===== src/rtl/pipeline_hazard_ctrl_pkg.sv =====
// Shared state encodings and pipeline constants for the hazard controller.
package pipeline_hazard_ctrl_pkg;

    typedef enum logic [1:0] {
        ST_RUN      = 2'd0,
        ST_FLUSH    = 2'd1,
        ST_MEM_WAIT = 2'd2
    } hz_state_t;

    localparam logic [31:0] NOP_INSTR = 32'h0000_0013;
    localparam logic [4:0]  REG_X0    = 5'd0;

endpackage


===== src/rtl/pipeline_hazard_ctrl_load_use_detect.sv =====
// Load-use hazard detect: ID source register matches a load destination in EX.
// Latency: combinational, 0 cycles.
// Backpressure: none; pure compare.
module load_use_detect
    import pipeline_hazard_ctrl_pkg::*;
(
    input  logic [4:0] id_rs1,
    input  logic [4:0] id_rs2,
    input  logic       id_uses_rs1,
    input  logic       id_uses_rs2,
    input  logic [4:0] ex_rd,
    input  logic       ex_read_mem,
    output logic       load_use
);

    logic rs1_hit;
    logic rs2_hit;

    always_comb begin
        rs1_hit  = id_uses_rs1 && (id_rs1 == ex_rd);
        rs2_hit  = id_uses_rs2 && (id_rs2 == ex_rd);
        // x0 is hardwired zero, so a load targeting it never creates a dependency
        load_use = ex_read_mem && (ex_rd != REG_X0) && (rs1_hit || rs2_hit);
    end

endmodule


===== src/rtl/pipeline_hazard_ctrl.sv =====
// Pipeline register enable/flush sequencer: load-use stalls, EX redirects, dmem waits.
// Latency: controls are combinational from registered state + current inputs.
// Backpressure: an outstanding dmem access freezes every stage until mem_ack.
module pipeline_hazard_ctrl
    import pipeline_hazard_ctrl_pkg::*;
#(
    parameter int FLUSH_CYCLES = 2,
    parameter int MEM_TIMEOUT  = 64,
    parameter int CNT_W        = 32
) (
    input  logic             clk,
    input  logic             rst,
    input  logic [4:0]       id_rs1,
    input  logic [4:0]       id_rs2,
    input  logic             id_uses_rs1,
    input  logic             id_uses_rs2,
    input  logic [4:0]       ex_rd,
    input  logic             ex_read_mem,
    input  logic             ex_redirect,
    input  logic             mem_req,
    input  logic             mem_ack,
    output logic             pc_en,
    output logic             if_id_en,
    output logic             if_id_flush,
    output logic             id_ex_en,
    output logic             id_ex_flush,
    output logic             ex_mem_en,
    output logic             mem_timeout,
    output logic [CNT_W-1:0] stall_cycles,
    output logic [CNT_W-1:0] flush_events
);

    localparam int FC_W = $clog2(FLUSH_CYCLES + 1);
    localparam int WC_W = $clog2(MEM_TIMEOUT + 1);
    localparam logic [FC_W-1:0] FLUSH_RELOAD = FC_W'(FLUSH_CYCLES - 1);
    localparam logic [WC_W-1:0] WAIT_LIMIT   = WC_W'(MEM_TIMEOUT);

    hz_state_t        state_q, state_d;
    logic [FC_W-1:0]  flush_cnt_q, flush_cnt_d;
    logic [WC_W-1:0]  wait_cnt_q, wait_cnt_d;
    logic             mem_timeout_q, mem_timeout_d;
    logic [CNT_W-1:0] stall_cycles_q, stall_cycles_d;
    logic [CNT_W-1:0] flush_events_q, flush_events_d;

    logic load_use;
    logic mem_stall;
    logic wait_cycle;
    logic event_inc;

    load_use_detect u_load_use_detect (
        .id_rs1      (id_rs1),
        .id_rs2      (id_rs2),
        .id_uses_rs1 (id_uses_rs1),
        .id_uses_rs2 (id_uses_rs2),
        .ex_rd       (ex_rd),
        .ex_read_mem (ex_read_mem),
        .load_use    (load_use)
    );

    assign mem_stall = mem_req && !mem_ack;

    always_comb begin
        state_d       = state_q;
        flush_cnt_d   = flush_cnt_q;
        wait_cnt_d    = wait_cnt_q;
        mem_timeout_d = mem_timeout_q;
        pc_en         = 1'b1;
        if_id_en      = 1'b1;
        id_ex_en      = 1'b1;
        ex_mem_en     = 1'b1;
        if_id_flush   = 1'b0;
        id_ex_flush   = 1'b0;
        wait_cycle    = 1'b0;
        event_inc     = 1'b0;

        case (state_q)
            ST_RUN, ST_FLUSH: begin
                if (mem_stall) begin
                    // flush_cnt is kept so a pending IF/ID flush resumes after the wait
                    {pc_en, if_id_en, id_ex_en, ex_mem_en} = 4'b0000;
                    wait_cycle = 1'b1;
                    wait_cnt_d = WC_W'(1);
                    state_d    = ST_MEM_WAIT;
                end else if (ex_redirect) begin
                    if_id_flush = 1'b1;
                    id_ex_flush = 1'b1;
                    event_inc   = 1'b1;
                    if (FLUSH_CYCLES > 1) begin
                        state_d     = ST_FLUSH;
                        flush_cnt_d = FLUSH_RELOAD;
                    end else begin
                        state_d     = ST_RUN;
                        flush_cnt_d = '0;
                    end
                end else if (state_q == ST_FLUSH) begin
                    if_id_flush = 1'b1;
                    if (flush_cnt_q <= FC_W'(1)) begin
                        state_d     = ST_RUN;
                        flush_cnt_d = '0;
                    end else begin
                        flush_cnt_d = flush_cnt_q - FC_W'(1);
                    end
                end else if (load_use) begin
                    pc_en       = 1'b0;
                    if_id_en    = 1'b0;
                    id_ex_flush = 1'b1;
                end
            end
            ST_MEM_WAIT: begin
                if (mem_ack) begin
                    wait_cnt_d = '0;
                    state_d    = (flush_cnt_q != '0) ? ST_FLUSH : ST_RUN;
                end else begin
                    {pc_en, if_id_en, id_ex_en, ex_mem_en} = 4'b0000;
                    wait_cycle = 1'b1;
                    if (wait_cnt_q != WAIT_LIMIT) begin
                        wait_cnt_d = wait_cnt_q + WC_W'(1);
                    end
                end
            end
            default: begin
                state_d = ST_RUN;
            end
        endcase

        if (wait_cycle && (wait_cnt_d == WAIT_LIMIT)) begin
            mem_timeout_d = 1'b1;
        end

        stall_cycles_d = stall_cycles_q;
        if (!pc_en && (stall_cycles_q != '1)) begin
            stall_cycles_d = stall_cycles_q + CNT_W'(1);
        end
        flush_events_d = flush_events_q;
        if (event_inc && (flush_events_q != '1)) begin
            flush_events_d = flush_events_q + CNT_W'(1);
        end

        if (rst) begin
            {pc_en, if_id_en, id_ex_en, ex_mem_en} = 4'b0000;
            if_id_flush = 1'b1;
            id_ex_flush = 1'b1;
        end
    end

    always_ff @(posedge clk) begin
        if (rst) begin
            state_q        <= ST_RUN;
            flush_cnt_q    <= '0;
            wait_cnt_q     <= '0;
            mem_timeout_q  <= 1'b0;
            stall_cycles_q <= '0;
            flush_events_q <= '0;
        end else begin
            state_q        <= state_d;
            flush_cnt_q    <= flush_cnt_d;
            wait_cnt_q     <= wait_cnt_d;
            mem_timeout_q  <= mem_timeout_d;
            stall_cycles_q <= stall_cycles_d;
            flush_events_q <= flush_events_d;
        end
    end

    assign mem_timeout  = mem_timeout_q;
    assign stall_cycles = stall_cycles_q;
    assign flush_events = flush_events_q;

endmodule

===== config.mk =====
export PLATFORM = sky130hd
export DESIGN_NAME = pipeline_hazard_ctrl
export DESIGN_NICKNAME = d
export VERILOG_FILES = /design/src/rtl/pipeline_hazard_ctrl_pkg.sv /design/src/rtl/pipeline_hazard_ctrl_load_use_detect.sv /design/src/rtl/pipeline_hazard_ctrl.sv
export SDC_FILE = /design/constraint.sdc
export NUM_CORES = 1
export LEC_CHECK = 0
export ABC_AREA = 1
export CAP_MARGIN = 20
export CORE_MARGIN = 2
export CORE_UTILIZATION = 40
export CTS_BUF_LIST = sky130_fd_sc_hd__clkbuf_2 sky130_fd_sc_hd__clkbuf_4 sky130_fd_sc_hd__clkbuf_8
export DETAILED_ROUTE_END_ITERATION = 8
export GPL_ROUTABILITY_DRIVEN = 0
export RECOVER_POWER = 100
export SLEW_MARGIN = 20
export SYNTH_ARGS = -nofsm -noshare
export SYNTH_HDL_FRONTEND = slang
export SYNTH_SLANG_ARGS = --single-unit

===== constraint.sdc =====
create_clock -name clk -period 2 [get_ports clk]
set_input_delay 0.3 -clock clk [delete_from_list [all_inputs] [get_ports clk]]
set_output_delay 0.3 -clock clk [all_outputs]
set_load 0.005 [all_outputs]

Word level (Yosys, flattened, before mapping)

Cells that the tools add are included.
W data, S select, Z words.

Output and inout bits: 71
Bits in read-only memories: 0
Memories: 0
Register bits after elaboration: 76
Input bits: 23
RAM bits: 0
Bits in latches: 0

Muxes and demuxes: 41
Shift operators: 0
$mul: 0
Bitwise gates (word level): 1
Reduce and logical (&&, ||, !) cells: 18
Add/sub/neg operators: 4
Magnitude comparators: 1
Div/mod/pow operators: 0
Equal/unequal tests: 11

Operators by type and width:

| operator                | number |
|---|---|
| $add A32 B1 Y32 const B | 2 |
| $ne A32 B32 Y1 const B  | 2 |
| $mux W1                 | 25 |
| $mux W7                 | 3 |
| $mux W2                 | 8 |
| $pmux W7 S2             | 1 |
| $eq A5 B5 Y1            | 2 |
| $logic_and A1 B1 Y1     | 8 |
| $ne A4 B4 Y1 const B    | 2 |
| $add A7 B1 Y7 const B   | 1 |
| $eq A7 B7 Y1 const B    | 1 |
| $ne A7 B7 Y1 const B    | 1 |
| $pmux W1 S2             | 3 |
| $reduce_and A3 Y1       | 2 |
| $reduce_bool A5 Y1      | 1 |
| $pmux W2 S2             | 1 |
| $reduce_bool A2 Y1      | 2 |
| $eq A2 B1 Y1 const B    | 1 |
| $eq A2 B2 Y1 const B    | 1 |
| $le A2 B1 Y1 const B    | 1 |
| $logic_not A1 Y1        | 2 |
| $logic_not A2 Y1        | 1 |
| $ne A2 B2 Y1 const B    | 1 |
| $reduce_or A2 Y1        | 1 |
| other kinds (3)         | 3 |

Longest topological paths before layout

Gate-level depths: netlist of the first run.

Word-level depth: 11
Mapped depth: 12
Mapped depth without buffers: 12

By module

Synthesis of the first run repeated with hierarchy kept, for this count alone.

Cells, all modules: 857
Area, all modules: 5036.1 um^2

By module, submodules not included:

| module               | cells each | times used | area an instance (um^2) |
|---|---|---|---|
| pipeline_hazard_ctrl | 803        | 1          | 4819.6 |
| load_use_detect      | 54         | 1          | 216.5 |

Worst setup path after synthesis of the first run

No wires, ideal clock.

Path type: reg-to-reg
Start point: reg stall_cycles_q[0] (netlist: stall_cycles[0])
End point: reg stall_cycles_q[10] (netlist: stall_cycles[10])
Arrival: 1.556 ns
Required time: 1.868 ns
Path buffers: 1
Slack: 0.312 ns
Cell stages (with the launch flop): 10
Library setup time: 0.132 ns
Cells stage by stage: dfxtp_1 > ha_1 > inv_2 > nor2_4 > nand2_1 > inv_2 > nand4_4 > clkbuf_1 > nand4_1 > a21oi_1

Word-level cells in the longest chain between the ends: 2
Elaborated cells between the ends (all ways): 3
Classes of those cells: 1 x add/sub; 1 x eq/ne; 1 x reduce/logical

RTL lines:

| item                                                                    | line                        | source |
|---|---|---|
| from (decl)                                                             | pipeline_hazard_ctrl.sv:42  | `logic [CNT_W-1:0] stall_cycles_q, stall_cycles_d;` |
| from (signal assigned)                                                  | pipeline_hazard_ctrl.sv:159 | `stall_cycles_q <= stall_cycles_d;` |
| parallel branches: the longest is 2 deep, another holds $add A32 B1 Y32 | -                           |  |

Several ways; the timed one is not identified.
A chain may end at the register's enable or synchronous reset.

Worst setup path in the final report of the first run

Start point: in mem_ack
End point: out pc_en

Word-level cells in the longest chain between the ends: 5
Elaborated cells between the ends (all ways): 6
Classes of those cells: 4 x mux; 2 x reduce/logical

RTL lines:

| item                | line                        | source |
|---|---|---|
| from (decl)         | pipeline_hazard_ctrl.sv:21  | `input logic mem_ack,` |
| $logic_not A1 Y1    | pipeline_hazard_ctrl.sv:60  | `assign mem_stall = mem_req && !mem_ack;` |
| $logic_and A1 B1 Y1 | pipeline_hazard_ctrl.sv:60  |  |
| $mux W1             | pipeline_hazard_ctrl.sv:78  | `if (mem_stall) begin` |
| $pmux W1 S2 *       | pipeline_hazard_ctrl.sv:76  | `case (state_q)` |
| $mux W1 *           | pipeline_hazard_ctrl.sv:139 | `if (rst) begin` |
| to (decl)           | pipeline_hazard_ctrl.sv:22  | `output logic pc_en,` |

Every way passes the cells marked *; elsewhere a longest branch is shown, timed or not.

==> results of run 1 <==
## layer usage
layer / track usage, % / up-vias / share of wire, %
li1: - / 2831 / -
met1: 28.32 / 2549 / 46
met2: 39.29 / 142 / 48
met3: 3.426 / 24 / 3.9
met4: 9.960 / 0 / 2.6
met5: 0 / - / 0
## power groups by stage
stage | Combinational [uW] | Clock [uW] | Sequential (uW)
3_3_place_gp | 377 | 0 | 1570
4_1_cts | 388 | 1290 | 1540
3_5_place_dp | 385 | 0 | 1570
2_1_floorplan | 207 | 0 | 1570
5_1_grt | 423 | 1350 | 1540
6_report | 390 | 1260 | 1540
## cells in the mapped netlist
master / count / area, um^2
nand2_1: 292 / 1096
nor2_1: 122 / 457.9
dfxtp_1: 76 / 1521
a21oi_1: 62 / 310.3
inv_1: 62 / 232.7
nand4_1: 36 / 225.2
xor2_1: 26 / 227.7
nand3_1: 24 / 120.1
clkbuf_1: 15 / 56.30
nand3b_1: 15 / 112.6
nor3_1: 14 / 70.07
o21ai_0: 14 / 70.07
xnor2_1: 10 / 87.58
buf_2: 6 / 30.03
inv_2: 6 / 22.52
buf_6: 4 / 45.04
ha_1: 4 / 50.05
buf_4: 3 / 22.52
a22oi_1: 2 / 15.01
and3_1: 2 / 12.51
nor2_2: 2 / 12.51
nor2_4: 2 / 22.52
nor3_2: 2 / 20.02
a31oi_1: 1 / 6.260
nand2_2: 1 / 6.260
nand3_2: 1 / 10.01
nand4_4: 1 / 21.27
nor3b_1: 1 / 7.510
o211ai_1: 1 / 7.510
o21bai_1: 1 / 7.510
## area by class of cell
type	instances	area, um^2	share of cell area, %
Clock buffer	12	158.9	2.455
Clock inverter	4	47.55	0.7346
Inverter	68	255.2	3.944
Multi-Input combinational cell	636	3015	46.59
Sequential cell	76	1523	23.53
Tap cell	147	183.9	2.842
Timing Repair Buffer	142	1289	19.91
## per-stage QoR
stage	setup slack (ns)	power (uW)	TNS [ns]	instance area, um^2	utilization (%)
finish	0.07503	3182	0	6472	53.89
global placement	-0.4628	1949	-10.30	6241	51.96
global route	0.002940	3310	0	6472	53.89
CTS	0.03827	3213	0	6465	53.82
detailed placement	-0.5165	1957	-13.06	6241	51.96
floorplan	0.3120	1780	0	4907	-
## state kept, by name (all words and copies together) (netlist names)
signal and count:
flush_events 32, stall_cycles 32, wait_cnt_q 7, flush_cnt_q 2
state_q 2, mem_timeout 1
## cells by family (layout without fill, tap and decap cells)
logic type / after synthesis / count (layout)
xor gates and xnor gates: 36 / 36
DFF: 76 / 76
buffers and inverters: 96 / 226
adders and majority gates: 4 / 4
AOI/OAI and AO/OA: 81 / 81
and+or+nand+nor: 515 / 515
## worst paths after layout
| path | start | endpoint |
|---|---|---|
| min reg2reg | mem_timeout | mem_timeout |
| min | rst | state_q[1] |
| max reg2reg | stall_cycles[1] | stall_cycles[26] |
| max | mem_ack | pc_en |
## repair_timing
action,4_1_cts,5_1_grt
pin swaps,2,4
setup endpoints to repair,6,53
gates resized for setup,25,15
setup buffers,2,0
## critical path, cell delays in order
cell and delay (ns):
clkdlybuf4s50_1 0.47, nor2_1 0.06, nor2_1 0.13, buf_4 0.15, nand2_2 0.05, nand2_2 0.06, inv_2 0.05, a21oi_4 0.19
buf_2 0.15
==> impl_metrics.tcl, run 1 <==
set metrics [dict create \
    sequentialPowerShare_pct 48.3 \
    hold_viol 0 \
    routed_wl_mm 14.75 \
    ioPinCount 94 \
    ir_drop_mv 0.2578 \
    maxSlewViolCount 0 \
    antenna_found_initial 0 \
    start_util_pct 40.85 \
    grt_start_max_net_pins 41 \
    hold_buffers 0 \
    design.core.area_um2 12010 \
    die_w_um 114.8 \
    reg2reg_depth 10 \
    end_kind "output pin" \
    nNetsFinal 960 \
    dieArea_um2 13170 \
    synth_seq_cells 76 \
    ys_types 30 \
    first_global_vias 5247 \
    synth_adder_area_share_pct 1.020 \
    antenna_cells 0 \
    hold_path_class "input pin to register" \
    setup_viol 0 \
    synth_nets 835 \
    pwr-share-comb_pct 12.3 \
    post-route-period-util_pct 96.25 \
    cts_max_path_buffers 2 \
    cts_sinks 76 \
    avgViaCountPerCell 5.112 \
    hold-worst-slack_ns 0.4569 \
    yosys-mux-area-fraction_pct 0 \
    fmaxAchievable_ghz 0.5195 \
    netSwitchingFraction_pct 26.41 \
    switchingPower_uw 840.5 \
    layout_common_cells "nand2_1 (287), nor2_1 (120), dfxtp_1 (75)" \
    ant_nets 0 \
    first_iter_violations 286 \
    skew_ns 0.01713 \
    power.density_nw_per_um2 491.6 \
    fin_crit_ns 1.925 \
    nFillCells 1219 \
    synth_xor_area_share_pct 6.425 \
    slew_headroom_pct 69.01 \
    p_leak_uw 0.002715 \
    layout-drive-gt1-share_pct 9.915 \
    holdPathStages 3 \
    yosys.area_share.simple_pct 44.72 \
    vias 5546 \
    place_inst 1067 \
    layout_commonest_cell "nand2_1" \
    drt_pass1_iterations 5 \
    startpoint_type "input pin" \
    crit_arrival_ns 1.62 \
    synth_warnings 0 \
    cell_internal_pwr_uw 2341 \
    syn_avg_cell_area_um2 6.073 \
    num_rows 40 \
    mappedNetlistArea_um2 4907 \
    clk_latency_ns 0.38 \
    synth_top_family_by_area "simple AND/OR/NAND/NOR gates" \
    worstMarginPinSlew_ns 0.4649 \
    clk_pin_slew_worst_paths_ns 0.08 \
    instances_no_fill 1085 \
    p_clk_share_pct 39.4 \
    cts-root-buf "clkbuf_8" \
    cts_tree "built" \
    grt.overflow.total 0 \
    critPathRequiredTime_ns 1.70 \
    wl_per_cell_um 13.60 \
    synth_compound_area_share_pct 8.491 \
    r2r_slack_ns 0.18 \
    htree_levels 3 \
    outcome "completed" \
    cp_max_fo 2 \
    die_h_um 114.8 \
    critical_path_class "input pin to output pin" \
    port_buffers 93 \
    cts_made_buffers 9 \
    dp_hpwl_mm 11.21 \
    drv_cap 0 \
    rsz0062_at_grt "false" \
    track_usage_pct 22.79 \
    postSynthCellCount 808 \
    drc 0 \
    syn_to_final_growth_pct 31.90 \
    ys_seq_area_share_pct 31.00 \
    grt_pass1_wl_mm 24.23 \
]
Power figures use the tool's default switching activity.
==> run 2, diff against run 1 <==
- SETUP_SLACK_MARGIN: not set -> 0.05
- TNS_END_PERCENT: not set -> 30
==> impl_metrics.tcl, run 2 (synthesis results as in run 1) <==
set metrics [dict create \
    fmaxAchievable_ghz 0.5257 \
    drv_cap 0 \
    first_iter_violations 298 \
    antenna_found_initial 0 \
    cp_max_fo 2 \
    fin_setup_tns_ns 0 \
    end_kind "output pin" \
    first_global_vias 5247 \
    vias 5586 \
    cts_sinks 76 \
    regToRegStartpoint "stall_cycles[1]" \
    reg2reg_depth 10 \
    start_util_pct 40.85 \
    ioPinCount 94 \
    die_w_um 114.8 \
    syn_to_final_growth_pct 32.10 \
    dieArea_um2 13170 \
    track_usage_pct 22.79 \
    routed_wl_mm 14.77 \
    grt.overflow.total 0 \
    dp_hpwl_mm 11.21 \
    hp-start "mem_ack" \
    htree_levels 3 \
    setup_viol 0 \
    die_h_um 114.8 \
    drt_pass1_iterations 5 \
    worstHoldEndpoint "state_q[1]" \
    rsz0062_at_grt "true" \
    outcome "completed" \
    design.core.area_um2 12010 \
    drc 0 \
    layout_common_cells "nand2_1 (288), nor2_1 (122), dfxtp_1 (75)" \
    grt_start_max_net_pins 41 \
    fin_crit_ns 1.902 \
    wl_per_cell_um 13.60 \
    cts-root-buf "clkbuf_8" \
    critPathRequiredTime_ns 1.70 \
    grt_pass1_wl_mm 24.23 \
    startpoint_type "input pin" \
    r2r_slack_ns 0.20 \
    worstMarginPinSlew_ns 0.4630 \
    hold_viol 0 \
    clk_latency_ns 0.38 \
    timing.rr.end "stall_cycles[26]" \
    post-route-period-util_pct 95.11 \
    layout-drive-gt1-share_pct 9.585 \
    crit_arrival_ns 1.60 \
    nNetsFinal 961 \
    layout_commonest_cell "nand2_1" \
    maxSlewViolCount 0 \
    slew_headroom_pct 69.13 \
    power.density_nw_per_um2 490.3 \
    cts_max_path_buffers 2 \
    skew_ns 0.01473 \
    holdPathStages 6 \
    timing.final.ws_setup_ns 0.09788 \
    hold_path_class "input pin to register" \
    num_rows 40 \
    ant_nets 0 \
    clk_pin_slew_worst_paths_ns 0.08 \
    antenna_cells 0 \
    cts_made_buffers 9 \
    p_leak_uw 0.002751 \
    port_buffers 93 \
    dp_slack_ns -0.5165 \
    avgViaCountPerCell 5.144 \
    hold_buffers 0 \
    ir_drop_mv 0.2579 \
    critical_path_class "input pin to output pin" \
    cts_tree "built" \
]
## run 2: power by group
group / internal, uW / switching (uW)
Combinational: 160 / 228
Clock: 655 / 600
Sequential: 1530 / 11.3
## run 2: area by class of cell
type,instances,area [um^2]
fillers,1216,5529
multi-input cells,636,3008
flip-flops and latches,76,1523
repair buffers,143,1306
inverters,68,255.2
well taps,147,183.9
clock buffers,12,158.9
clock inverters,4,47.55
## run 2: worst max-delay path by stage
stage	startpoint	end
6_report	mem_req	if_id_en
5_1_grt	flush_events[1]	flush_events[23]
4_1_cts	ex_rd[3]	pc_en
3_5_place_dp	ex_rd[1]	pc_en
3_3_place_gp	ex_rd[0]	pc_en
2_1_floorplan	stall_cycles[0]	stall_cycles[10]
## run 2: per-layer routing
layer | vias to the layer above | global-route usage [%] | wire [um]
met5 | - | 0 | 0
met4 | 0 | 9.960 | 400
met3 | 24 | 3.426 | 632
met2 | 136 | 39.29 | 7079
met1 | 2584 | 28.32 | 6656
li1 | 2842 | - | -
## run 2: worst max-delay path, cell delays in order
cell and delay (ns):
clkdlybuf4s50_1 0.40, inv_1 0.05, nor2_1 0.05, nor2_1 0.13, buf_4 0.15, nand2_2 0.05
nand2_1 0.08, inv_2 0.06, a21oi_4 0.19, buf_2 0.14
## run 2: through the flow
| step | area (um^2) | cells | utilization, % | hold slack, ns | power [uW] |
|---|---|---|---|---|---|
| after floorplan | 4907 | 808 | - | 0.4365 | 1780 |
| after global placement | 6241 | 1067 | 51.96 | 0.4424 | 1949 |
| after detailed placement | 6241 | 1067 | 51.96 | 0.4568 | 1957 |
| after CTS | 6469 | 1085 | 53.85 | 0.4361 | 3214 |
| after global routing | 6482 | 1086 | 53.97 | 0.4315 | 3308 |
| final | 6482 | 1086 | 53.97 | 0.4021 | 3179 |
## run 2: timing repair
action | in CTS | in global routing
pin swaps | 2 | 5
setup endpoints to repair | 20 | 65
setup buffers | 2 | 1
resized for setup | 26 | 19
